--- config.mk ---
export PLATFORM = sky130hd
export DESIGN_NAME = clause_bin_loader
export DESIGN_NICKNAME = d
export VERILOG_FILES = /design/src/rtl/clause_bin_loader_pkg.sv /design/src/rtl/clause_bin_loader_len.sv /design/src/rtl/clause_bin_loader.sv
export SDC_FILE = /design/constraint.sdc
export NUM_CORES = 1
export LEC_CHECK = 0
export BUFFER_PORTS_ARGS = -buffer_cell sky130_fd_sc_hd__buf_2
export CAP_MARGIN = 30
export CELL_PAD_IN_SITES_DETAIL_PLACEMENT = 0
export CELL_PAD_IN_SITES_GLOBAL_PLACEMENT = 2
export CORE_MARGIN = 3
export CORE_UTILIZATION = 28
export DETAILED_ROUTE_END_ITERATION = 6
export PLACE_DENSITY_LB_ADDON = 0.1
export REMOVE_ABC_BUFFERS = 1
export SYNTH_ARGS = -nofsm -noshare
export SYNTH_HDL_FRONTEND = slang
export SYNTH_SLANG_ARGS = --single-unit
--- constraint.sdc ---
create_clock -name clk -period 2.3 [get_ports clk]
set_input_delay 0.345 -clock clk [delete_from_list [all_inputs] [get_ports clk]]
set_output_delay 0.345 -clock clk [all_outputs]
set_load 0.05 [all_outputs]
--- src/rtl/clause_bin_loader_pkg.sv ---
// ---------------------------------------------------------------------------
// clause_bin_loader_pkg
//   Shared constants, the controller state type and a one-hot helper for the
//   clause bin loader and its length store.
//
//   Contents:
//     CBL_*            default sizing of the clause array / bin memory
//     WIDTH_CLAUSE     clause word width (two bits per variable)
//     WIDTH_MEM_WORD   bin memory word width, {len, clause}
//     cbl_state_e      controller state encoding
//     onehot_from_index  index -> one-hot vector (MAX_SLOTS wide)
// ---------------------------------------------------------------------------
package clause_bin_loader_pkg;

    localparam int CBL_NUM_CLAUSES = 8;
    localparam int CBL_NUM_VARS    = 8;
    localparam int CBL_WIDTH_C_LEN = 4;
    localparam int CBL_WIDTH_ADDR  = 10;

    localparam int WIDTH_CLAUSE   = CBL_NUM_VARS * 2;
    localparam int WIDTH_MEM_WORD = CBL_WIDTH_C_LEN + WIDTH_CLAUSE;

    // Upper bound on the one-hot width the helper can produce; callers slice
    // the low NUM_CLAUSES bits.
    localparam int MAX_SLOTS = 64;

    typedef enum logic [2:0] {
        ST_IDLE      = 3'd0,
        ST_LOAD      = 3'd1,
        ST_LOAD_TAIL = 3'd2,
        ST_UPDATE    = 3'd3,
        ST_DONE      = 3'd4
    } cbl_state_e;

    function automatic logic [MAX_SLOTS-1:0] onehot_from_index(input int unsigned idx);
        logic [MAX_SLOTS-1:0] v;
        v = {{(MAX_SLOTS-1){1'b0}}, 1'b1} << idx;
        return v;
    endfunction

endpackage

--- src/rtl/clause_bin_loader_len.sv ---
// ---------------------------------------------------------------------------
// clause_len_store
//   Per-slot clause length register file. Written while a bin is loaded into
//   the clause array and read back when the slots are written to memory, so
//   the write-back word carries the length the clause was loaded with.
//
//   Ports:
//     clk, rst   clock, synchronous active-high reset (clears all lengths)
//     wr_en      write strobe
//     wr_idx     slot index to write
//     wr_len     length value to store
//     rd_idx     slot index to read
//     rd_len     stored length of rd_idx (combinational)
// ---------------------------------------------------------------------------
module clause_len_store #(
    parameter int NUM_CLAUSES = 8,
    parameter int WIDTH_C_LEN = 4,
    parameter int SLOT_W      = 3
) (
    input  logic                   clk,
    input  logic                   rst,
    input  logic                   wr_en,
    input  logic [SLOT_W-1:0]      wr_idx,
    input  logic [WIDTH_C_LEN-1:0] wr_len,
    input  logic [SLOT_W-1:0]      rd_idx,
    output logic [WIDTH_C_LEN-1:0] rd_len
);

    logic [WIDTH_C_LEN-1:0] len_q [NUM_CLAUSES];

    always_ff @(posedge clk) begin
        if (rst) begin
            for (int i = 0; i < NUM_CLAUSES; i++) begin
                len_q[i] <= '0;
            end
        end else if (wr_en) begin
            len_q[wr_idx] <= wr_len;
        end
    end

    assign rd_len = len_q[rd_idx];

endmodule

--- src/rtl/clause_bin_loader.sv ---
// ---------------------------------------------------------------------------
// clause_bin_loader
//   Moves one bin of clauses between the bin clause memory and the clause
//   array.
//     LOAD   : reads cnt clauses from memory (base, base+1, ...) and writes
//              every array slot once, one slot per cycle; slots at or above
//              cnt are cleared to clause 0 / length 0.
//     UPDATE : reads every array slot once; the first cnt slots are written
//              back to memory as {stored length, current clause}.
//   cnt = min(clause_cnt_i, NUM_CLAUSES), latched with base at start.
//
//   Handshake: a start is only seen in IDLE; start_load_i has priority over
//   start_update_i. busy_o covers the working cycles, done_o pulses for one
//   cycle afterwards. Memory reads return data exactly one cycle after the
//   mem_rd_en_o strobe; the array read data ca_clause_i is valid in the same
//   cycle as ca_rd_o.
//
//   Ports:
//     clk, rst           clock, synchronous active-high reset
//     start_load_i       request LOAD
//     start_update_i     request UPDATE
//     base_addr_i        memory address of the slot 0 clause
//     clause_cnt_i       number of valid clauses in the bin
//     busy_o, done_o     operation status
//     mem_rd_en_o        memory read strobe
//     mem_addr_o         memory address (read or write)
//     mem_rdata_i        memory read data {len, clause}
//     mem_wr_en_o        memory write strobe
//     mem_wdata_o        memory write data {len, clause}
//     ca_wr_o, ca_rd_o   one-hot clause array slot write / read
//     ca_clause_o        clause word to the array
//     ca_clause_len_o    clause length to the array
//     ca_clause_i        clause word from the array
//     dbg_state          current controller state
// ---------------------------------------------------------------------------
module clause_bin_loader
    import clause_bin_loader_pkg::*;
#(
    parameter int NUM_CLAUSES = CBL_NUM_CLAUSES,
    parameter int NUM_VARS    = CBL_NUM_VARS,
    parameter int WIDTH_C_LEN = CBL_WIDTH_C_LEN,
    parameter int WIDTH_ADDR  = CBL_WIDTH_ADDR
) (
    input  logic                              clk,
    input  logic                              rst,
    input  logic                              start_load_i,
    input  logic                              start_update_i,
    input  logic [WIDTH_ADDR-1:0]             base_addr_i,
    input  logic [WIDTH_C_LEN-1:0]            clause_cnt_i,
    output logic                              busy_o,
    output logic                              done_o,
    output logic                              mem_rd_en_o,
    output logic [WIDTH_ADDR-1:0]             mem_addr_o,
    input  logic [WIDTH_C_LEN+NUM_VARS*2-1:0] mem_rdata_i,
    output logic                              mem_wr_en_o,
    output logic [WIDTH_C_LEN+NUM_VARS*2-1:0] mem_wdata_o,
    output logic [NUM_CLAUSES-1:0]            ca_wr_o,
    output logic [NUM_CLAUSES-1:0]            ca_rd_o,
    output logic [NUM_VARS*2-1:0]             ca_clause_o,
    output logic [WIDTH_C_LEN-1:0]            ca_clause_len_o,
    input  logic [NUM_VARS*2-1:0]             ca_clause_i,
    output cbl_state_e                        dbg_state
);

    localparam int CLW    = NUM_VARS * 2;
    localparam int MWW    = WIDTH_C_LEN + CLW;
    // Wide enough to hold NUM_CLAUSES itself (the clamped count and the
    // index one past the last slot).
    localparam int CNT_W  = $clog2(NUM_CLAUSES + 1);
    localparam int SLOT_W = (NUM_CLAUSES > 1) ? $clog2(NUM_CLAUSES) : 1;
    localparam logic [CNT_W-1:0] LAST_IDX = CNT_W'(NUM_CLAUSES - 1);

    function automatic logic [NUM_CLAUSES-1:0] slot_oh(input logic [CNT_W-1:0] i);
        logic [MAX_SLOTS-1:0] full;
        full = onehot_from_index(32'(i));
        return full[NUM_CLAUSES-1:0];
    endfunction

    // ---------------------------------------------------------------------
    // State and registered outputs
    // ---------------------------------------------------------------------
    cbl_state_e              state_q;
    logic [CNT_W-1:0]        idx_q;       // slot index j of the current cycle
    logic [CNT_W-1:0]        cnt_q;
    logic [WIDTH_ADDR-1:0]   base_q;
    logic                    busy_q;
    logic                    done_q;
    logic                    rd_en_q;
    logic                    wr_en_q;
    logic [WIDTH_ADDR-1:0]   addr_q;
    logic [NUM_CLAUSES-1:0]  ca_wr_q;
    logic [NUM_CLAUSES-1:0]  ca_rd_q;
    logic [SLOT_W-1:0]       wr_slot_q;   // slot written this cycle in LOAD
    logic                    wr_from_mem_q; // slot write uses returned memory data

    logic [CNT_W-1:0]        cnt_clamp;
    logic [CNT_W-1:0]        idx_nxt;
    logic                    nxt_valid;

    always_comb begin
        cnt_clamp = CNT_W'(NUM_CLAUSES);
        if (int'(clause_cnt_i) < NUM_CLAUSES) begin
            cnt_clamp = CNT_W'(clause_cnt_i);
        end
    end

    assign idx_nxt   = idx_q + CNT_W'(1);
    assign nxt_valid = (idx_nxt < cnt_q);

    always_ff @(posedge clk) begin
        if (rst) begin
            state_q       <= ST_IDLE;
            idx_q         <= '0;
            cnt_q         <= '0;
            base_q        <= '0;
            busy_q        <= 1'b0;
            done_q        <= 1'b0;
            rd_en_q       <= 1'b0;
            wr_en_q       <= 1'b0;
            addr_q        <= '0;
            ca_wr_q       <= '0;
            ca_rd_q       <= '0;
            wr_slot_q     <= '0;
            wr_from_mem_q <= 1'b0;
        end else begin
            done_q <= 1'b0;
            case (state_q)
                ST_IDLE: begin
                    rd_en_q       <= 1'b0;
                    wr_en_q       <= 1'b0;
                    addr_q        <= '0;
                    ca_wr_q       <= '0;
                    ca_rd_q       <= '0;
                    wr_from_mem_q <= 1'b0;
                    if (start_load_i) begin
                        state_q <= ST_LOAD;
                        busy_q  <= 1'b1;
                        base_q  <= base_addr_i;
                        cnt_q   <= cnt_clamp;
                        idx_q   <= '0;
                        // Slot 0 read is issued in the first LOAD cycle.
                        rd_en_q <= (cnt_clamp != '0);
                        addr_q  <= (cnt_clamp != '0) ? base_addr_i : '0;
                    end else if (start_update_i) begin
                        state_q <= ST_UPDATE;
                        busy_q  <= 1'b1;
                        base_q  <= base_addr_i;
                        cnt_q   <= cnt_clamp;
                        idx_q   <= '0;
                        ca_rd_q <= slot_oh('0);
                        wr_en_q <= (cnt_clamp != '0);
                        addr_q  <= (cnt_clamp != '0) ? base_addr_i : '0;
                    end
                end

                ST_LOAD: begin
                    // Data for slot j arrives one cycle after its read, so
                    // the array write of slot j trails the read by a cycle.
                    ca_wr_q       <= slot_oh(idx_q);
                    wr_slot_q     <= idx_q[SLOT_W-1:0];
                    wr_from_mem_q <= (idx_q < cnt_q);
                    idx_q         <= idx_nxt;
                    if (idx_q == LAST_IDX) begin
                        state_q <= ST_LOAD_TAIL;
                        rd_en_q <= 1'b0;
                        addr_q  <= '0;
                    end else begin
                        rd_en_q <= nxt_valid;
                        addr_q  <= nxt_valid ? base_q + WIDTH_ADDR'(idx_nxt) : '0;
                    end
                end

                ST_LOAD_TAIL: begin
                    // Last slot write happens in this cycle.
                    ca_wr_q       <= '0;
                    wr_from_mem_q <= 1'b0;
                    busy_q        <= 1'b0;
                    done_q        <= 1'b1;
                    state_q       <= ST_DONE;
                end

                ST_UPDATE: begin
                    idx_q <= idx_nxt;
                    if (idx_q == LAST_IDX) begin
                        ca_rd_q <= '0;
                        wr_en_q <= 1'b0;
                        addr_q  <= '0;
                        busy_q  <= 1'b0;
                        done_q  <= 1'b1;
                        state_q <= ST_DONE;
                    end else begin
                        ca_rd_q <= slot_oh(idx_nxt);
                        wr_en_q <= nxt_valid;
                        addr_q  <= nxt_valid ? base_q + WIDTH_ADDR'(idx_nxt) : '0;
                    end
                end

                ST_DONE: begin
                    state_q <= ST_IDLE;
                end

                default: begin
                    state_q <= ST_IDLE;
                end
            endcase
        end
    end

    // ---------------------------------------------------------------------
    // Length store
    // ---------------------------------------------------------------------
    logic [WIDTH_C_LEN-1:0] stored_len;
    logic                   slot_write;

    assign slot_write = |ca_wr_q;

    clause_len_store #(
        .NUM_CLAUSES (NUM_CLAUSES),
        .WIDTH_C_LEN (WIDTH_C_LEN),
        .SLOT_W      (SLOT_W)
    ) u_len_store (
        .clk    (clk),
        .rst    (rst),
        .wr_en  (slot_write),
        .wr_idx (wr_slot_q),
        .wr_len (ca_clause_len_o),
        .rd_idx (idx_q[SLOT_W-1:0]),
        .rd_len (stored_len)
    );

    // ---------------------------------------------------------------------
    // Output data paths. These pass the returned memory word / array word
    // through in the same cycle; gating by the registered strobes keeps them
    // at zero whenever no transfer is in progress.
    // ---------------------------------------------------------------------
    assign ca_clause_o     = (slot_write && wr_from_mem_q) ? mem_rdata_i[CLW-1:0] : '0;
    assign ca_clause_len_o = (slot_write && wr_from_mem_q) ? mem_rdata_i[MWW-1:CLW] : '0;
    assign mem_wdata_o     = wr_en_q ? {stored_len, ca_clause_i} : '0;

    assign busy_o      = busy_q;
    assign done_o      = done_q;
    assign mem_rd_en_o = rd_en_q;
    assign mem_wr_en_o = wr_en_q;
    assign mem_addr_o  = addr_q;
    assign ca_wr_o     = ca_wr_q;
    assign ca_rd_o     = ca_rd_q;
    assign dbg_state   = state_q;

endmodule
## After elaboration in Yosys (flattened, before gate mapping)

Memories as Yosys holds them, arrays and structs flattened. A register that Yosys moved wholly into a read port is not among the register bits.
Index checks and enable logic that the tools add are counted.

| cells by class | value |
|---|---|
| add/subtract/negate cells | 2 |
| $mul | 0 |
| div/mod/pow operators | 0 |
| order comparisons | 3 |
| eq/ne operators | 7 |
| shifts and indexed selects | 2 |
| multiplexer cells | 50 |
| bitwise logic cells | 0 |
| reductions and logical operators | 17 |

Operator list:

| cell | count |
|---|---|
| $mux W10 | 7 |
| $pmux W8 S2 | 2 |
| $mux W4 | 7 |
| $mux W3 | 7 |
| $mux W20 | 1 |
| $pmux W10 S2 | 1 |
| $mux W1 | 16 |
| $mux W16 | 1 |
| $shl A1 B4 Y8 const A | 2 |
| $pmux W3 S4 | 1 |
| $add A10 B4 Y10 | 1 |
| $reduce_bool A2 Y1 | 5 |
| $lt A4 B4 Y1 | 2 |
| $mux W8 | 1 |
| $pmux W1 S2 | 4 |
| $pmux W4 S2 | 1 |
| $reduce_or A8 Y1 | 1 |
| $eq A3 B2 Y1 const B | 2 |
| $reduce_and A3 Y1 | 2 |
| $add A4 B1 Y4 const B | 1 |
| $eq A4 B3 Y1 const B | 1 |
| $lt A4 B4 Y1 const B | 1 |
| $ne A2 B2 Y1 const B | 2 |
| $reduce_and A2 Y1 | 2 |
| other kinds (9) | 10 |

| word-level totals | value |
|---|---|
| flip-flop bits (word level) | 55 |
| latch bits | 0 |
| bits in writable memories | 32 |
| ROM bits | 0 |
| word-level logic and storage cells | 95 |
| memories kept | 1 |

Memory list:

| name | words | width | rd ports | clocked after Yosys merged registers in | write ports | line | text |
|---|---|---|---|---|---|---|---|
| u_len_store.len_q | 8 | 4 | 1 | 1 | 8 | clause_bin_loader_len.sv:29 | `logic [WIDTH_C_LEN-1:0] len_q [NUM_CLAUSES];` |

## Depth between registers and ports, before layout

| depth | value |
|---|---|
| depth after elaboration | 7 |
| gate-level depth with buffers | 10 |
| depth with buffers taken out | 9 |

## Hierarchy

Synthesis repeated with hierarchy kept, for this count alone.

| unflattened totals | value |
|---|---|
| cells, all modules | 465 |
| area total of the unflattened synthesis | 4588.2 um^2 |

Modules (own cells, without submodules):

| module | instances | cells an instance | area an instance (um^2) | seq. area each (um^2) |
|---|---|---|---|---|
| clause_bin_loader | 1 | 362 | 3054.2 | 1101.1 |
| clause_len_store | 1 | 103 | 1534.0 | 960.9 |

## Worst setup path before layout

Ideal clock, no wire load.

| timing | value |
|---|---|
| kind | register -> register |
| start | register idx_q[0] |
| end | register addr_q[5] (netlist: mem_addr_o[5]) |
| arrival time | 2339 ps |
| setup slack | -170 ps |
| cell stages (with the launch flop) | 10 |
| buffers on the path | 0 |
| cell sequence | dfxtp_1 ha_1 ha_1 inv_1 ha_1 and3_1 a221o_1 xor2_1 a221oi_1 nor3_1 |

| on the way | value |
|---|---|
| word-level cells in the longest chain between the ends | 5 |
| elaborated cells between the ends (all ways) | 7 |
| those cells by class | add/sub: 2; order compare: 1; eq/ne: 1; mux: 3 |

Ends and longest elaborated chain:

| item | line | text |
|---|---|---|
| start: declaration | clause_bin_loader.sv:83 | `logic [CNT_W-1:0] idx_q;` |
| start signal: assignment | clause_bin_loader.sv:162 | `idx_q <= idx_nxt;` |
| start signal: assignment | clause_bin_loader.sv:183 | `idx_q <= idx_nxt;` |
| $add A4 B1 Y4 | clause_bin_loader.sv:107 | `assign idx_nxt = idx_q + CNT_W'(1);` |
| $add A10 B4 Y10 / $lt A4 B4 Y1 (equally long branches) | clause_bin_loader.sv:169, clause_bin_loader.sv:194, clause_bin_loader.sv:108 |  |
| $mux W10 | clause_bin_loader.sv:169, clause_bin_loader.sv:194 |  |
| $mux W10 (*) | clause_bin_loader.sv:163, clause_bin_loader.sv:184 |  |
| $pmux W10 S2 (*) | clause_bin_loader.sv:127 | `case (state_q)` |
| end signal: assignment | clause_bin_loader.sv:143 | `addr_q <= (cnt_clamp != '0) ? base_addr_i : '0;` |
| end signal: assignment | clause_bin_loader.sv:169 | `addr_q <= nxt_valid ? base_q + WIDTH_ADDR'(idx_nxt) : '0;` |
| end signal: assignment | clause_bin_loader.sv:194 | `addr_q <= nxt_valid ? base_q + WIDTH_ADDR'(idx_nxt) : '0;` |
| end: declaration | clause_bin_loader.sv:90 | `logic [WIDTH_ADDR-1:0] addr_q;` |

Mark *: on every way between the ends. The rest lies on a longest branch, timed or not.
A chain may end at the register's enable or synchronous reset.

## Worst setup path after layout

Ends and elaborated chain as after synthesis.

==> impl_metrics.py <==
metrics = {
    "clock_tree": {
        "numCtsBuffers": 9,
        "root_buffer": "clkbuf_16",
        "hold_buffers": 0,
        "clk_path_buf_depth": 2,
        "clock-sinks": 90,
        "cts.clk_slew.worst_paths_ns": 0.07,
        "clock_latency_ns": 0.34,
        "h-tree-depth": 3,
        "cts_tree": "yes",
    },
    "placement": {
        "gp_congestion": 0.778,
        "place_area_mm2": 0.00568,
        "dp_hpwl_um": 10200,
        "dp_cells": 843,
        "io_buffers": 126,
        "place_ws_ns": -0.0946,
    },
    "grt": {
        "grt_pass1_wl_um": 21700,
        "gr-total-overflow": 0,
        "grt_antenna_before_repair": 1,
        "grt_use_met2_pct": 25.8,
        "gr-usage-met3_pct": 2.74,
        "use_met1_pct": 20.1,
        "grt_use_total_pct": 15.3,
        "grt_max_degree": 56,
        "busiest_layer": "met2",
        "grt_pass1_vias": 4075,
    },
    "worst_setup_path": {
        "required_ns": 2.50,
        "critical_path_class": "flop to flop",
        "cp_max_fo": 3,
        "crit_top_cell": "ha_4",
        "critical_path.slowest_cell": "dfxtp_4",
        "crit_arrival_ns": 2.42,
        "cp_slowest_stage_delay_ns": 0.36,
        "cp-start-kind": "flop",
        "worstSetupEndpointType": "flop",
        "worstPathCellList": "ha_4, ha_4, inv_4, ha_1, and3_1, a221o_1, xor2_1, a221oi_2, nor3_1",
    },
    "logic_synthesis": {
        "yosysSeqAreaShare_pct": 46.4,
        "synth_area_leaders": "dfxtp_1 25%, edfxtp_1 21%, nor2_1 6.2%",
        "synth.ff_latch_count": 90,
        "yosys_warnings": 0,
        "synth_common_cells": "75 x nor2_1, 58 x dfxtp_1, 55 x nand2_1",
        "async_reset_ff_share_pct": 0,
        "synth.largest_area_cell": "dfxtp_1",
        "yosysMostFrequentCell": "nor2_1",
        "synth_top_area_share_pct": 25.4,
        "postSynthCellCount": 488,
        "syn_avg_cell_area_um2": 9.38,
        "syn-cell-area_mm2": 0.00458,
        "ys.flop_type": "dfxtp_1",
        "synth_edf_count": 32,
        "synth_cell_types": 52,
    },
    "route": {
        "drt_iter0_markers": 226,
        "ant_nets": 0,
        "routed_via_density": 4.79,
        "wire_per_inst_um": 15.8,
        "drt-total-wl_um": 13700,
        "drtPass1Iterations": 7,
        "drc": 0,
        "vias": 4166,
    },
    "timing": {
        "hold_viol": 0,
        "min_period_ns": 2.23,
        "fmax_mhz": 449,
        "final-setup-viol-count": 0,
        "grt_setup_unrepaired": "true",
        "tns_ns": 0,
        "finClkSkew_ns": 0.00725,
        "worst_slack_ns": 0.0719,
        "worstMarginPinSlew_ns": 0.984,
        "finalCritPeriodShare_pct": 96.9,
        "slew_headroom_pct": 34.4,
        "slew_viol_final": 0,
    },
    "finish": {
        "diodes": 0,
        "syn_to_final_growth_pct": 38.8,
        "fin_nets": 721,
        "seq_area_mm2": 0.00213,
        "multiInputGateArea_mm2": 0.00243,
        "instances_no_fill": 869,
        "fin_area_mm2": 0.00635,
        "drive_gt1_share_pct": 36.9,
        "fillCellCount": 1642,
        "post-route-util_pct": 39.8,
    },
    "power": {
        "power_leakage_nw": 2.79,
        "powerDensity_mw_per_mm2": 736,
        "vdd_drop_max_mv": 0.378,
    },
    "floorplanning": {
        "rows": 46,
        "fp.dieH_um": 134,
        "die_w_um": 134,
        "core_area_mm2": 0.0159,
        "dieArea_mm2": 0.0179,
        "initial_core_util_pct": 28.7,
        "pin_count": 127,
    },
    "flow_run": {
        "drv_cap": 0,
    },
    "worst_hold_path": {
        "hold_path_class": "input port to flop",
    },
    "run_status": {
        "status": "completed",
    },
}
-- through the flow --
| step | hold slack (ns) | power, mW |
|---|---|---|
| after CTS | 0.237 | 4.65 |
| after global routing | 0.246 | 4.93 |
| final | 0.248 | 4.67 |
| after global placement | 0.439 | 3.08 |
| after detailed placement | 0.447 | 3.08 |
| after floorplan | 0.414 | 2.63 |
-- worst max-delay path, delay by kind of cell, from the launching register on --
| family | cells | cell delay (ns) |
|---|---|---|
| AND/OR/NAND/NOR | 2 | 0.24 |
| buffers and inverters | 1 | 0.04 |
| AO/OA/AOI/OAI | 2 | 0.56 |
| adder cells (fa/ha/maj) | 3 | 0.72 |
| flip-flops | 1 | 0.36 |
| XOR/XNOR | 1 | 0.16 |
-- layout make-up --
| cell class | instances | area share, % |
|---|---|---|
| clock inverter | 7 | 1.22 |
| inverter | 13 | 0.886 |
| tap | 216 | 4.25 |
| sequential | 90 | 33.6 |
| clock buffer | 9 | 3.55 |
| timing repair buffer | 177 | 18.2 |
| multi-input combinational | 357 | 38.3 |
-- per-layer routing --
| layer | up-vias | routed length [um] |
|---|---|---|
| li1 | 2057 | - |
| met1 | 1985 | 6250 |
| met2 | 108 | 6670 |
| met3 | 14 | 610 |
| met4 | 2 | 182 |
| met5 | - | 9 |
-- where the power goes --
group / internal (mW) / switching [mW] / total (mW)
logic: 0.505 / 0.811 / 1.32
registers: 1.76 / 0.102 / 1.86
clock network: 0.852 / 0.642 / 1.49
total: 3.12 / 1.56 / 4.67
-- logic make-up (layout without fill, tap and decap cells) --
logic type | Yosys count | count (layout) | synth area share, %
xor gates and xnor gates | 8 | 8 | 1.53
muxes | 12 | 12 | 4.81
and+or+nand+nor | 230 | 230 | 25.0
DFF | 90 | 90 | 46.4
AOI/OAI and AO/OA | 88 | 88 | 13.2
adders and majority gates | 19 | 19 | 5.36
buffers and inverters | 41 | 206 | 3.75
-- final timing paths --
check	from	to	slack, ns	cells past startpoint
worst max register to register	idx_q[0]	mem_addr_o[5]	0.07	9
worst max-delay path	idx_q[0]	mem_addr_o[5]	0.07	9
worst min register to register	ca_rd_o[1]	ca_rd_o[1]	0.46	2
worst min-delay path	base_addr_i[7]	base_q[7]	0.25	3
-- cell usage in the layout (no fill, tap or decap), types with 12 or more instances in the layout --
master / count
buf_2: 112
nor2_1: 75
nand2_1: 54
dfxtp_1: 53
buf_4: 50
a21oi_1: 35
edfxtp_1: 32
and3_1: 18
and2_1: 17
a22oi_1: 14
ha_1: 14
nor3_1: 13
clkbuf_16: 12
-- flip-flops by register name, indices dropped and copies added (netlist names), named ones only --
| signal | flops |
|---|---|
| base_q | 10 |
| busy_o | 1 |
| ca_rd_o | 8 |
| ca_wr_o | 8 |
| cnt_q | 4 |
| dbg_state | 3 |
| done_o | 1 |
| idx_q | 4 |
| mem_addr_o | 10 |
| mem_rd_en_o | 1 |
| mem_wr_en_o | 1 |
| u_len_store.len_q | 32 |
| wr_from_mem_q | 1 |
| wr_slot_q | 3 |
-- what timing repair did --
item / in CTS / in global routing
pin swaps: 3 / 17
setup endpoints to repair: 16 / 16
cloned: 1 / 2
gates resized for setup: 16 / 64
setup buffers: 4 / 3
(Power assumes the default switching activity.)
